==> src/rtl/tank_pkg.sv <==
// rtl/tank_pkg.sv - shared tank/bullet constants, state type and direction decode
package tank_pkg;

   localparam logic [3:0] DIR_NONE  = 4'b0000;
   localparam logic [3:0] DIR_UP    = 4'b0001;
   localparam logic [3:0] DIR_DOWN  = 4'b0010;
   localparam logic [3:0] DIR_LEFT  = 4'b0100;
   localparam logic [3:0] DIR_RIGHT = 4'b1000;

   localparam int TANK_SIZE   = 32;
   localparam int BULLET_SIZE = 8;
   localparam logic [9:0] PARK_POS = 10'd1000;

   typedef enum logic [1:0] {IDLE, FLY, EXPLODE, COOLDOWN} bullet_state_t;

   // Lowest set bit wins, same priority the sprite renderer uses.
   function automatic logic [3:0] decode_dir(input logic [3:0] raw);
      if (raw[0])      return DIR_UP;
      else if (raw[1]) return DIR_DOWN;
      else if (raw[2]) return DIR_LEFT;
      else if (raw[3]) return DIR_RIGHT;
      else             return DIR_NONE;
   endfunction

endpackage

==> src/rtl/bullet_controller_if.sv <==
// rtl/bullet_controller_if.sv - tank-side request and renderer-side bullet signals
interface bullet_controller_if;
   logic       frame_tick;
   logic       fire;
   logic [9:0] tankx;
   logic [9:0] tanky;
   logic [3:0] TankDir;
   logic       hit;
   logic [9:0] bullet_x;
   logic [9:0] bullet_y;
   logic [3:0] bullet_dir;
   logic       bullet_active;
   logic       bullet_exploding;

   modport master (
      output frame_tick, fire, tankx, tanky, TankDir, hit,
      input  bullet_x, bullet_y, bullet_dir, bullet_active, bullet_exploding
   );

   modport slave (
      input  frame_tick, fire, tankx, tanky, TankDir, hit,
      output bullet_x, bullet_y, bullet_dir, bullet_active, bullet_exploding
   );
endinterface

==> src/rtl/bullet_spawn_calc.sv <==
// rtl/bullet_spawn_calc.sv - spawn position of an 8x8 bullet beside a 32x32 tank
module bullet_spawn_calc
   import tank_pkg::*;
#(
   parameter int FIELD_W = 640,
   parameter int FIELD_H = 480
) (
   input  logic [9:0] tankx_i,
   input  logic [9:0] tanky_i,
   input  logic [3:0] dir_i,
   output logic [9:0] spawn_x_o,
   output logic [9:0] spawn_y_o,
   output logic       spawn_ok_o
);

   localparam logic [9:0]  CENTER = 10'((TANK_SIZE - BULLET_SIZE) / 2);
   localparam logic [9:0]  TSZ    = 10'(TANK_SIZE);
   localparam logic [9:0]  BSZ    = 10'(BULLET_SIZE);
   localparam logic [10:0] REACH  = 11'(TANK_SIZE + BULLET_SIZE);
   localparam logic [10:0] W11    = 11'(FIELD_W);
   localparam logic [10:0] H11    = 11'(FIELD_H);

   logic [10:0] tx11;
   logic [10:0] ty11;

   assign tx11 = {1'b0, tankx_i};
   assign ty11 = {1'b0, tanky_i};

   // Far-side checks use 11 bits so a tank near 1023 cannot wrap into range.
   always_comb begin
      spawn_x_o  = tankx_i;
      spawn_y_o  = tanky_i;
      spawn_ok_o = 1'b0;
      case (dir_i)
         DIR_UP: begin
            spawn_x_o  = tankx_i + CENTER;
            spawn_y_o  = tanky_i - BSZ;
            spawn_ok_o = (ty11 >= 11'(BULLET_SIZE));
         end
         DIR_DOWN: begin
            spawn_x_o  = tankx_i + CENTER;
            spawn_y_o  = tanky_i + TSZ;
            spawn_ok_o = (ty11 + REACH <= H11);
         end
         DIR_LEFT: begin
            spawn_x_o  = tankx_i - BSZ;
            spawn_y_o  = tanky_i + CENTER;
            spawn_ok_o = (tx11 >= 11'(BULLET_SIZE));
         end
         DIR_RIGHT: begin
            spawn_x_o  = tankx_i + TSZ;
            spawn_y_o  = tanky_i + CENTER;
            spawn_ok_o = (tx11 + REACH <= W11);
         end
         default: spawn_ok_o = 1'b0;
      endcase
   end

endmodule

==> src/rtl/bullet_controller.sv <==
// rtl/bullet_controller.sv - per-tank bullet launch, flight, explosion and cooldown
module bullet_controller
   import tank_pkg::*;
#(
   parameter int SPEED           = 4,
   parameter int FIELD_W         = 640,
   parameter int FIELD_H         = 480,
   parameter int EXPLODE_FRAMES  = 4,
   parameter int COOLDOWN_FRAMES = 8
) (
   input  logic                vga_clk,
   input  logic                reset_n,
   bullet_controller_if.slave  bif
);

   localparam logic [9:0]  SPD10   = 10'(SPEED);
   localparam logic [10:0] SPD11   = 11'(SPEED);
   localparam logic [10:0] BSZ11   = 11'(BULLET_SIZE);
   localparam logic [10:0] W11     = 11'(FIELD_W);
   localparam logic [10:0] H11     = 11'(FIELD_H);
   localparam logic [3:0]  EXP_CNT = 4'(EXPLODE_FRAMES);
   localparam logic [3:0]  CD_CNT  = 4'(COOLDOWN_FRAMES);

   bullet_state_t state_q;
   logic [9:0]    x_q;
   logic [9:0]    y_q;
   logic [3:0]    dir_q;
   logic          active_q;
   logic          exploding_q;
   logic [3:0]    cnt_q;
   logic          fire_q;

   logic          fire_edge;
   logic [3:0]    dir_dec;
   logic [9:0]    spawn_x;
   logic [9:0]    spawn_y;
   logic          spawn_ok;
   logic [9:0]    step_x_d;
   logic [9:0]    step_y_d;
   logic          step_oob;
   logic [10:0]   x11;
   logic [10:0]   y11;

   assign fire_edge = bif.fire & ~fire_q;
   assign dir_dec   = decode_dir(bif.TankDir);
   assign x11       = {1'b0, x_q};
   assign y11       = {1'b0, y_q};

   bullet_spawn_calc #(
      .FIELD_W (FIELD_W),
      .FIELD_H (FIELD_H)
   ) u_spawn (
      .tankx_i    (bif.tankx),
      .tanky_i    (bif.tanky),
      .dir_i      (dir_dec),
      .spawn_x_o  (spawn_x),
      .spawn_y_o  (spawn_y),
      .spawn_ok_o (spawn_ok)
   );

   // Next step uses the direction latched at spawn, not the live TankDir.
   always_comb begin
      step_x_d = x_q;
      step_y_d = y_q;
      step_oob = 1'b1;
      case (dir_q)
         DIR_UP: begin
            step_y_d = y_q - SPD10;
            step_oob = (y11 < SPD11);
         end
         DIR_DOWN: begin
            step_y_d = y_q + SPD10;
            step_oob = (y11 + SPD11 + BSZ11 > H11);
         end
         DIR_LEFT: begin
            step_x_d = x_q - SPD10;
            step_oob = (x11 < SPD11);
         end
         DIR_RIGHT: begin
            step_x_d = x_q + SPD10;
            step_oob = (x11 + SPD11 + BSZ11 > W11);
         end
         default: step_oob = 1'b1;
      endcase
   end

   always_ff @(posedge vga_clk) begin
      if (!reset_n) begin
         state_q     <= IDLE;
         x_q         <= PARK_POS;
         y_q         <= PARK_POS;
         dir_q       <= DIR_NONE;
         active_q    <= 1'b0;
         exploding_q <= 1'b0;
         cnt_q       <= 4'd0;
         fire_q      <= 1'b1;
      end else begin
         fire_q <= bif.fire;
         case (state_q)
            IDLE: begin
               if (fire_edge && (dir_dec != DIR_NONE)) begin
                  if (spawn_ok) begin
                     state_q  <= FLY;
                     x_q      <= spawn_x;
                     y_q      <= spawn_y;
                     dir_q    <= dir_dec;
                     active_q <= 1'b1;
                  end else begin
                     state_q <= COOLDOWN;
                     cnt_q   <= CD_CNT;
                  end
               end
            end
            FLY: begin
               if (bif.hit || (bif.frame_tick && step_oob)) begin
                  state_q     <= EXPLODE;
                  dir_q       <= DIR_NONE;
                  active_q    <= 1'b0;
                  exploding_q <= 1'b1;
                  cnt_q       <= EXP_CNT;
               end else if (bif.frame_tick) begin
                  x_q <= step_x_d;
                  y_q <= step_y_d;
               end
            end
            EXPLODE: begin
               if (bif.frame_tick) begin
                  if (cnt_q <= 4'd1) begin
                     state_q     <= COOLDOWN;
                     x_q         <= PARK_POS;
                     y_q         <= PARK_POS;
                     exploding_q <= 1'b0;
                     cnt_q       <= CD_CNT;
                  end else begin
                     cnt_q <= cnt_q - 4'd1;
                  end
               end
            end
            COOLDOWN: begin
               if (bif.frame_tick) begin
                  if (cnt_q <= 4'd1) begin
                     state_q <= IDLE;
                     cnt_q   <= 4'd0;
                  end else begin
                     cnt_q <= cnt_q - 4'd1;
                  end
               end
            end
            default: state_q <= IDLE;
         endcase
      end
   end

   assign bif.bullet_x         = x_q;
   assign bif.bullet_y         = y_q;
   assign bif.bullet_dir       = dir_q;
   assign bif.bullet_active    = active_q;
   assign bif.bullet_exploding = exploding_q;

endmodule

==> src/flat_wrapper.sv <==
// flat-port wrapper written by rule: the top's interface ports become plain ports
module bullet_controller_flat import tank_pkg::*;
#(
   parameter int SPEED           = 4,
   parameter int FIELD_W         = 640,
   parameter int FIELD_H         = 480,
   parameter int EXPLODE_FRAMES  = 4,
   parameter int COOLDOWN_FRAMES = 8
)
  (vga_clk, reset_n, bif_frame_tick, bif_fire, bif_tankx, bif_tanky, bif_TankDir, bif_hit, bif_bullet_x, bif_bullet_y, bif_bullet_dir, bif_bullet_active, bif_bullet_exploding);
  bullet_controller_if bif_i ();
  input  logic vga_clk;
  input  logic reset_n;
  input wire logic [$bits(bif_i.frame_tick)-1:0] bif_frame_tick;
  input wire logic [$bits(bif_i.fire)-1:0] bif_fire;
  input wire logic [$bits(bif_i.tankx)-1:0] bif_tankx;
  input wire logic [$bits(bif_i.tanky)-1:0] bif_tanky;
  input wire logic [$bits(bif_i.TankDir)-1:0] bif_TankDir;
  input wire logic [$bits(bif_i.hit)-1:0] bif_hit;
  output wire logic [$bits(bif_i.bullet_x)-1:0] bif_bullet_x;
  output wire logic [$bits(bif_i.bullet_y)-1:0] bif_bullet_y;
  output wire logic [$bits(bif_i.bullet_dir)-1:0] bif_bullet_dir;
  output wire logic [$bits(bif_i.bullet_active)-1:0] bif_bullet_active;
  output wire logic [$bits(bif_i.bullet_exploding)-1:0] bif_bullet_exploding;
  assign bif_i.frame_tick = bif_frame_tick;
  assign bif_i.fire = bif_fire;
  assign bif_i.tankx = bif_tankx;
  assign bif_i.tanky = bif_tanky;
  assign bif_i.TankDir = bif_TankDir;
  assign bif_i.hit = bif_hit;
  assign bif_bullet_x = bif_i.bullet_x;
  assign bif_bullet_y = bif_i.bullet_y;
  assign bif_bullet_dir = bif_i.bullet_dir;
  assign bif_bullet_active = bif_i.bullet_active;
  assign bif_bullet_exploding = bif_i.bullet_exploding;
  bullet_controller #(.SPEED(SPEED), .FIELD_W(FIELD_W), .FIELD_H(FIELD_H), .EXPLODE_FRAMES(EXPLODE_FRAMES), .COOLDOWN_FRAMES(COOLDOWN_FRAMES)) u_core (.vga_clk(vga_clk), .reset_n(reset_n), .bif(bif_i));
endmodule
==> config.mk <==
export PLATFORM = sky130hd
export DESIGN_NAME = bullet_controller_flat
export DESIGN_NICKNAME = d
export VERILOG_FILES = /design/src/rtl/tank_pkg.sv /design/src/rtl/bullet_controller_if.sv /design/src/rtl/bullet_spawn_calc.sv /design/src/rtl/bullet_controller.sv /design/src/flat_wrapper.sv
export SDC_FILE = /design/constraint.sdc
export NUM_CORES = 1
export LEC_CHECK = 0
export ABC_CLOCK_PERIOD_IN_PS = 4850
export BUFFER_PORTS_ARGS = -buffer_cell sky130_fd_sc_hd__buf_2
export CORE_ASPECT_RATIO = 0.75
export CORE_MARGIN = 1.5
export CORE_UTILIZATION = 55
export DETAILED_ROUTE_END_ITERATION = 6
export PLACE_DENSITY = 0.77
export SYNTH_ARGS = -nofsm -noshare
export SYNTH_HDL_FRONTEND = slang
export SYNTH_SLANG_ARGS = --single-unit
export TNS_END_PERCENT = 50
==> constraint.sdc <==
create_clock -name vga_clk -period 4.85 [get_ports vga_clk]
set_input_delay 0.485 -clock vga_clk [delete_from_list [all_inputs] [get_ports vga_clk]]
set_output_delay 0.485 -clock vga_clk [all_outputs]
set_load 0.05 [all_outputs]
==> flow_summary.toml, run 1 <==
[outcome]
status = "completed"

[clocking]
cts_buffers = 5
cts_setup_buffers = 0
cts_resized = 0
ctsHoldBuffers = 0
worstSkewPairLatency_ns = 0.29
cts_num_sinks = 33
htreeDepth = 2
cts_root_buf = "clkbuf_8"
tritoncts = "built"
clk_pin_slew_ns = 0.07
clk_path_buf_depth = 2

[synthesis]
synth-compound-area-share_pct = 29.4
synth-main-ff-cell = "dfxtp_1"
yosys.area.top_type = "dfxtp_1"
ys_types = 75
synthMuxAreaShare_pct = 3.11
synth_edf_count = 0
synth-xor-area-share_pct = 5.84
yosys_warnings = 0
synth.most_common_cell = "nand2_1"
yosys_register_bits = 33
syn_avg_cell_area_um2 = 7.52
synth-async-reset-ratio_pct = 0
yosys-top-cells-area = "dfxtp_1 (17%), ha_1 (9.6%), xnor2_1 (4.3%), o21ai_0 (4.0%), nand2_1 (3.8%)"
syn_nets = 577
synth-simple-area-share_pct = 27.4
yosys.area_share.adder_pct = 9.63
seq_area_frac_synth_pct = 17.0
synth_top_cell_area_share_pct = 17.0
synth_top_family_by_area = "compound AO/OA/AOI/OAI gates"
syn-cell-area_um2 = 3900
synth_commonest_cells = "nand2_1 (39), inv_1 (34), dfxtp_1 (33), nor2_1 (33), o21ai_0 (31)"
synthCells = 518

[layout]
final_nets = 607
n_antenna_cell = 0
num-fill-cells = 651
area_growth_pct = 8.45
drive_gt1_share_pct = 15.1
fin_cells = 633
stdcell_area_um2 = 4230

[place]
dp_cells = 625
hpwl_um = 9070
place_area_um2 = 4120
routabilityCongestion = 0.965
numPortBuffers = 54

[worst_setup_path]
setup.worst_path.end_class = "register"
worstSetupStartpoint = "u_core.bif.bullet_x[2]$_SDFFE_PN0P_"
cp_data_arrival_time_ns = 3.64
critPathLaunchType = "register"
worstPathRequired_ns = 5.03
worstSetupPathType = "reg -> reg"
regToRegStartpoint = "u_core.bif.bullet_x[2]$_SDFFE_PN0P_"
path_max_fanout = 17

[timing]
period_needed_ns = 3.46
slew_violations = 0
relSlewSlack_pct = 31.9
fmax_ghz = 0.289
rsz0062_at_grt = "no"
worstMarginPinSlew_ns = 1.01
hold_violations = 0
clock_skew_ns = 0.00630
setup-violations-final = 0
period_share_pct = 71.3
totalNegativeSetupSlack_ns = 0

[routing]
vias_per_cell = 6.73
drc = 0
vias = 4261
drt_iter0_markers = 404
ant_nets = 0
wl_per_cell_um = 19.2
routed_wl_um = 12200
drtPass1Iterations = 5

[pwr]
peakVddDrop_mv = 0.309
p_leak_nw = 1.72
power_density_nw_per_um2 = 483

[die]
die_area_um2 = 7600
die_h_um = 75.9
core_area_um2 = 6830
start_util_pct = 57.0
row_count = 26
die_w_um = 100
pin_count = 55

[min_path]
hold_path_startpoint = "bif_fire"
worstHoldPathType = "in -> reg"

[global_route]
first_global_vias = 3788
grt-ovfl-total = 0
grtUsageTotal_pct = 32.6
grt_pass1_wl_um = 19500
antenna_found_initial = 0
grt_max_degree = 34

[job]
maxCapViolCount = 0
==> flip-flops by register name (all words and copies together) (netlist names) <==
signal                       cells
u_core.bif.bullet_exploding      1
u_core.bif.bullet_x             10
u_core.fire_q                    1
u_core.cnt_q                     4
u_core.bif.bullet_y             10
u_core.bif.bullet_active         1
u_core.bif.bullet_dir            4
u_core.state_q                   2
==> worst max-delay path, cell delays in order, from the launching register on <==
cell and delay, ns:
dfxtp_1 0.41, inv_1 0.16, ha_1 0.29, inv_1 0.12, or4b_2 0.61, nor3_1 0.33
a2111oi_4 0.16, a41oi_4 0.57, or3_1 0.35, mux2_1 0.35
==> layout by cell type (no fill, tap or decap), drive strengths merged, types with 17 or more instances in the layout <==
master	n
a21oi	26
buf	56
dfxtp	33
ha	30
inv	35
nand2	39
nand3	17
nor2	33
nor3	17
o21ai	31
xnor2	19
==> final cells by class <==
class | count | area (um^2) | share of cell area, %
Timing Repair Buffer | 56 | 285 | 6.75
Multi-Input combinational cell | 416 | 2940 | 69.5
Clock buffer | 7 | 96.3 | 2.28
Sequential cell | 33 | 661 | 15.6
Inverter | 36 | 135 | 3.20
Tap cell | 84 | 105 | 2.49
Clock inverter | 1 | 5.00 | 0.118
==> layer usage <==
metal | up-vias | track usage [%] | routed length, um
met5 | - | 0 | 0
met4 | 0 | 6.73 | 177
met3 | 17 | 4.04 | 1080
met2 | 221 | 50.4 | 5240
met1 | 1985 | 48.9 | 5660
li1 | 2038 | - | -
==> final timing paths <==
| kind | end | slack, ns | cells after the start |
|---|---|---|---|
| worst max-delay path | u_core.bif.bullet_x[9]$_SDFFE_PN1P_ | 1.39 | 9 |
| worst min-delay path | u_core.fire_q$_SDFF_PN1_ | 0.41 | 3 |
| worst min register to register | u_core.bif.bullet_active$_SDFFE_PN0P_ | 0.47 | 2 |
| worst max register to register | u_core.bif.bullet_x[9]$_SDFFE_PN1P_ | 1.39 | 9 |
==> logic make-up (layout without fill, tap and decap cells) <==
group	count (synthesis)	count (layout)
buffers and inverters	69	100
DFF	33	33
AOI/OAI and AO/OA	158	158
adders and majority gates	30	30
muxes	12	12
xor gates and xnor gates	26	26
and+or+nand+nor	190	190
==> through the flow <==
step	worst slack [ns]	hold slack (ns)	utilization (%)	power [W]
after CTS	1.47	0.412	61.8	0.00200
after floorplan	1.68	0.463	-	0.00150
after global placement	1.54	0.451	60.4	0.00175
final	1.39	0.412	61.8	0.00204
after detailed placement	1.45	0.459	60.4	0.00177
after global routing	1.25	0.427	61.8	0.00217
==> where the power goes <==
part	internal [W]	switching (W)
registers	0.000349	0.000144
logic	0.000438	0.000875
clock network	0.000128	0.000104
total	0.000915	0.00112
(Power assumes the default switching activity.)
==> inputs of run 2 (changes only) <==
--- a/config.mk
+++ b/config.mk
@@ -5,13 +5,14 @@
 export SDC_FILE = /design/constraint.sdc
 export NUM_CORES = 1
 export LEC_CHECK = 0
-export ABC_CLOCK_PERIOD_IN_PS = 4850
+export ABC_AREA = 1
+export ABC_CLOCK_PERIOD_IN_PS = 3050
 export BUFFER_PORTS_ARGS = -buffer_cell sky130_fd_sc_hd__buf_2
 export CORE_ASPECT_RATIO = 0.75
 export CORE_MARGIN = 1.5
-export CORE_UTILIZATION = 55
+export CORE_UTILIZATION = 53
 export DETAILED_ROUTE_END_ITERATION = 6
-export PLACE_DENSITY = 0.77
+export PLACE_DENSITY = 0.78
 export SYNTH_ARGS = -nofsm -noshare
 export SYNTH_HDL_FRONTEND = slang
 export SYNTH_SLANG_ARGS = --single-unit
==> constraint.sdc (replaced) <==
create_clock -name vga_clk -period 3.05 [get_ports vga_clk]
set_input_delay 0.305 -clock vga_clk [delete_from_list [all_inputs] [get_ports vga_clk]]
set_output_delay 0.305 -clock vga_clk [all_outputs]
set_load 0.05 [all_outputs]
==> flow_summary.toml, run 2 <==
[clocking]
cts_root_buf = "clkbuf_8"
cts_resized = 0
cts_buffers = 5
cts_num_sinks = 33
htreeDepth = 2
clk_path_buf_depth = 2
ctsHoldBuffers = 0
clk_pin_slew_ns = 0.07
tritoncts = "built"
cts_setup_buffers = 0
worstSkewPairLatency_ns = 0.29

[synthesis]
synth_edf_count = 0
synth-main-ff-cell = "dfxtp_1"
yosys.area.top_type = "dfxtp_1"
synth_commonest_cells = "nand2_1 (160), inv_1 (81), nor2_1 (75), nand3_1 (59), o21ai_0 (47)"
syn_nets = 727
ys_types = 50
synth.most_common_cell = "nand2_1"
synth-async-reset-ratio_pct = 0
yosys_warnings = 0
syn-cell-area_um2 = 3920
seq_area_frac_synth_pct = 16.9
synthCells = 668
syn_avg_cell_area_um2 = 5.86
synth_top_cell_area_share_pct = 16.9
yosys-top-cells-area = "dfxtp_1 (17%), nand2_1 (15%), ha_1 (9.6%), inv_1 (7.8%), nand3_1 (7.5%)"
yosys_register_bits = 33

[routing]
vias = 4550
wl_per_cell_um = 14.2
drc = 0
routed_wl_um = 11500
ant_nets = 0
vias_per_cell = 5.62
drtPass1Iterations = 5
drt_iter0_markers = 309

[place]
numPortBuffers = 54
routabilityCongestion = 0.949
hpwl_um = 9010
dp_cells = 801

[worst_setup_path]
cp_data_arrival_time_ns = 2.86
worstPathRequired_ns = 3.28
worstSetupStartpoint = "u_core.bif.bullet_y[2]$_SDFFE_PN0P_"
setup.worst_path.end_class = "register"
worstSetupPathType = "reg -> reg"
critPathLaunchType = "register"
regToRegStartpoint = "u_core.bif.bullet_y[2]$_SDFFE_PN0P_"
path_max_fanout = 11

[pwr]
peakVddDrop_mv = 0.716
power_density_nw_per_um2 = 954
p_leak_nw = 2.23

[layout]
final_util_pct = 61.9
n_antenna_cell = 0
fin_cells = 809
final_common_cell = "nand2_1"
area_growth_pct = 10.4
layout_common_cells = "nand2_1 (160), inv_1 (81), nor2_1 (75)"
final_nets = 769
drive_gt1_share_pct = 15.8

[timing]
totalNegativeSetupSlack_ns = 0
clock_skew_ns = 0.00738
fmax_ghz = 0.380
period_needed_ns = 2.63
relSlewSlack_pct = 66.7
fin_hold_ws_ns = 0.193
slew_violations = 0
period_share_pct = 86.4
worstMarginPinSlew_ns = 0.496
hold_violations = 0
setup-violations-final = 0
rsz0062_at_grt = "no"

[min_path]
worstHoldPathType = "in -> reg"
hold_path_startpoint = "bif_fire"

[global_route]
grtUsageMet2_pct = 47.4
grt_use_met1_pct = 41.0
use_met3_pct = 5.95
antenna_found_initial = 0
grt-ovfl-total = 0
grtUsageTotal_pct = 30.0
grt_pass1_wl_um = 19100
first_global_vias = 4095
grt_busiest_layer = "met2"
grt_max_degree = 25

[die]
die_area_um2 = 7920
row_count = 26
core_area_um2 = 6990
die_h_um = 77.5
pin_count = 55
die_w_um = 102
start_util_pct = 56.0

[job]
maxCapViolCount = 0

[outcome]
status = "completed"
-- run 2: cell count changes after synthesis, moves of 12 or more --
cell | before | now
inv_1 | 34 | 81
a21oi_1 | 26 | 39
clkbuf_1 | 20 | 7
nor4_1 | 12 | 0
nor2_1 | 33 | 75
o21ai_0 | 31 | 47
nand2_2 | 0 | 12
nand3_1 | 17 | 59
nand2_1 | 39 | 160
xnor2_1 | 19 | 3
-- run 2: final timing paths --
kind,endpoint,slack (ns),cells after the start
max,u_core.bif.bullet_x[9]$_SDFFE_PN1P_,0.42,17
min,u_core.fire_q$_SDFF_PN1_,0.19,3
min reg2reg,u_core.bif.bullet_exploding$_SDFFE_PN0P_,0.46,2
max reg2reg,u_core.bif.bullet_x[9]$_SDFFE_PN1P_,0.42,17
-- run 2: cell type report --
type | count | area, um^2
multi-input cells | 518 | 2780
fillers | 671 | 2670
flip-flops and latches | 33 | 661
inverters | 96 | 363
repair buffers | 56 | 285
well taps | 98 | 123
clock buffers | 7 | 86.3
clock inverters | 1 | 30.0
-- run 2: worst max-delay path, stage by stage, from the launching register on --
cell and delay, ns:
dfxtp_1 0.51, inv_1 0.14, ha_1 0.29, inv_1 0.07, nand2_1 0.06, nand2_1 0.12, nand3_1 0.11, nand3_1 0.10
nand2_1 0.10, a21oi_2 0.13, nand2_1 0.07, nand2_2 0.09, nand2_2 0.07, nand2_2 0.08, nand3b_2 0.23, inv_1 0.26
nand2_1 0.08, nand3_1 0.07
-- run 2: cells by family after synthesis --
| group | share of synthesized area [%] |
|---|---|
| and+or+nand+nor | 42.4 |
| AOI/OAI and AO/OA | 17.7 |
| buffers and inverters | 12.2 |
| DFF | 16.9 |
| adders and majority gates | 9.58 |
| xor gates and xnor gates | 1.34 |
-- run 2: where the power goes --
group	internal, W	switching, W	leakage, nW
logic	0.000815	0.00196	1.90
registers	0.000612	0.000311	0.271
clock network	0.000266	0.000169	0.0585
-- run 2: layer usage --
metal | share of wire (%) | wire (um) | vias to the layer above
met5 | 0 | 0 | -
met4 | 2.1 | 245 | 0
met3 | 9.1 | 1050 | 26
li1 | - | - | 2274
met1 | 44 | 5100 | 2028
met2 | 44 | 5110 | 222
-- run 2: stage by stage --
step | total power, W | instance area (um^2) | setup WS [ns]
5_1_grt | 0.00447 | 4330 | 0.189
3_5_place_dp | 0.00363 | 4210 | 0.539
6_report | 0.00413 | 4330 | 0.415
3_3_place_gp | 0.00358 | 4210 | 0.607
4_1_cts | 0.00408 | 4330 | 0.501
2_1_floorplan | 0.00304 | 3920 | 0.695
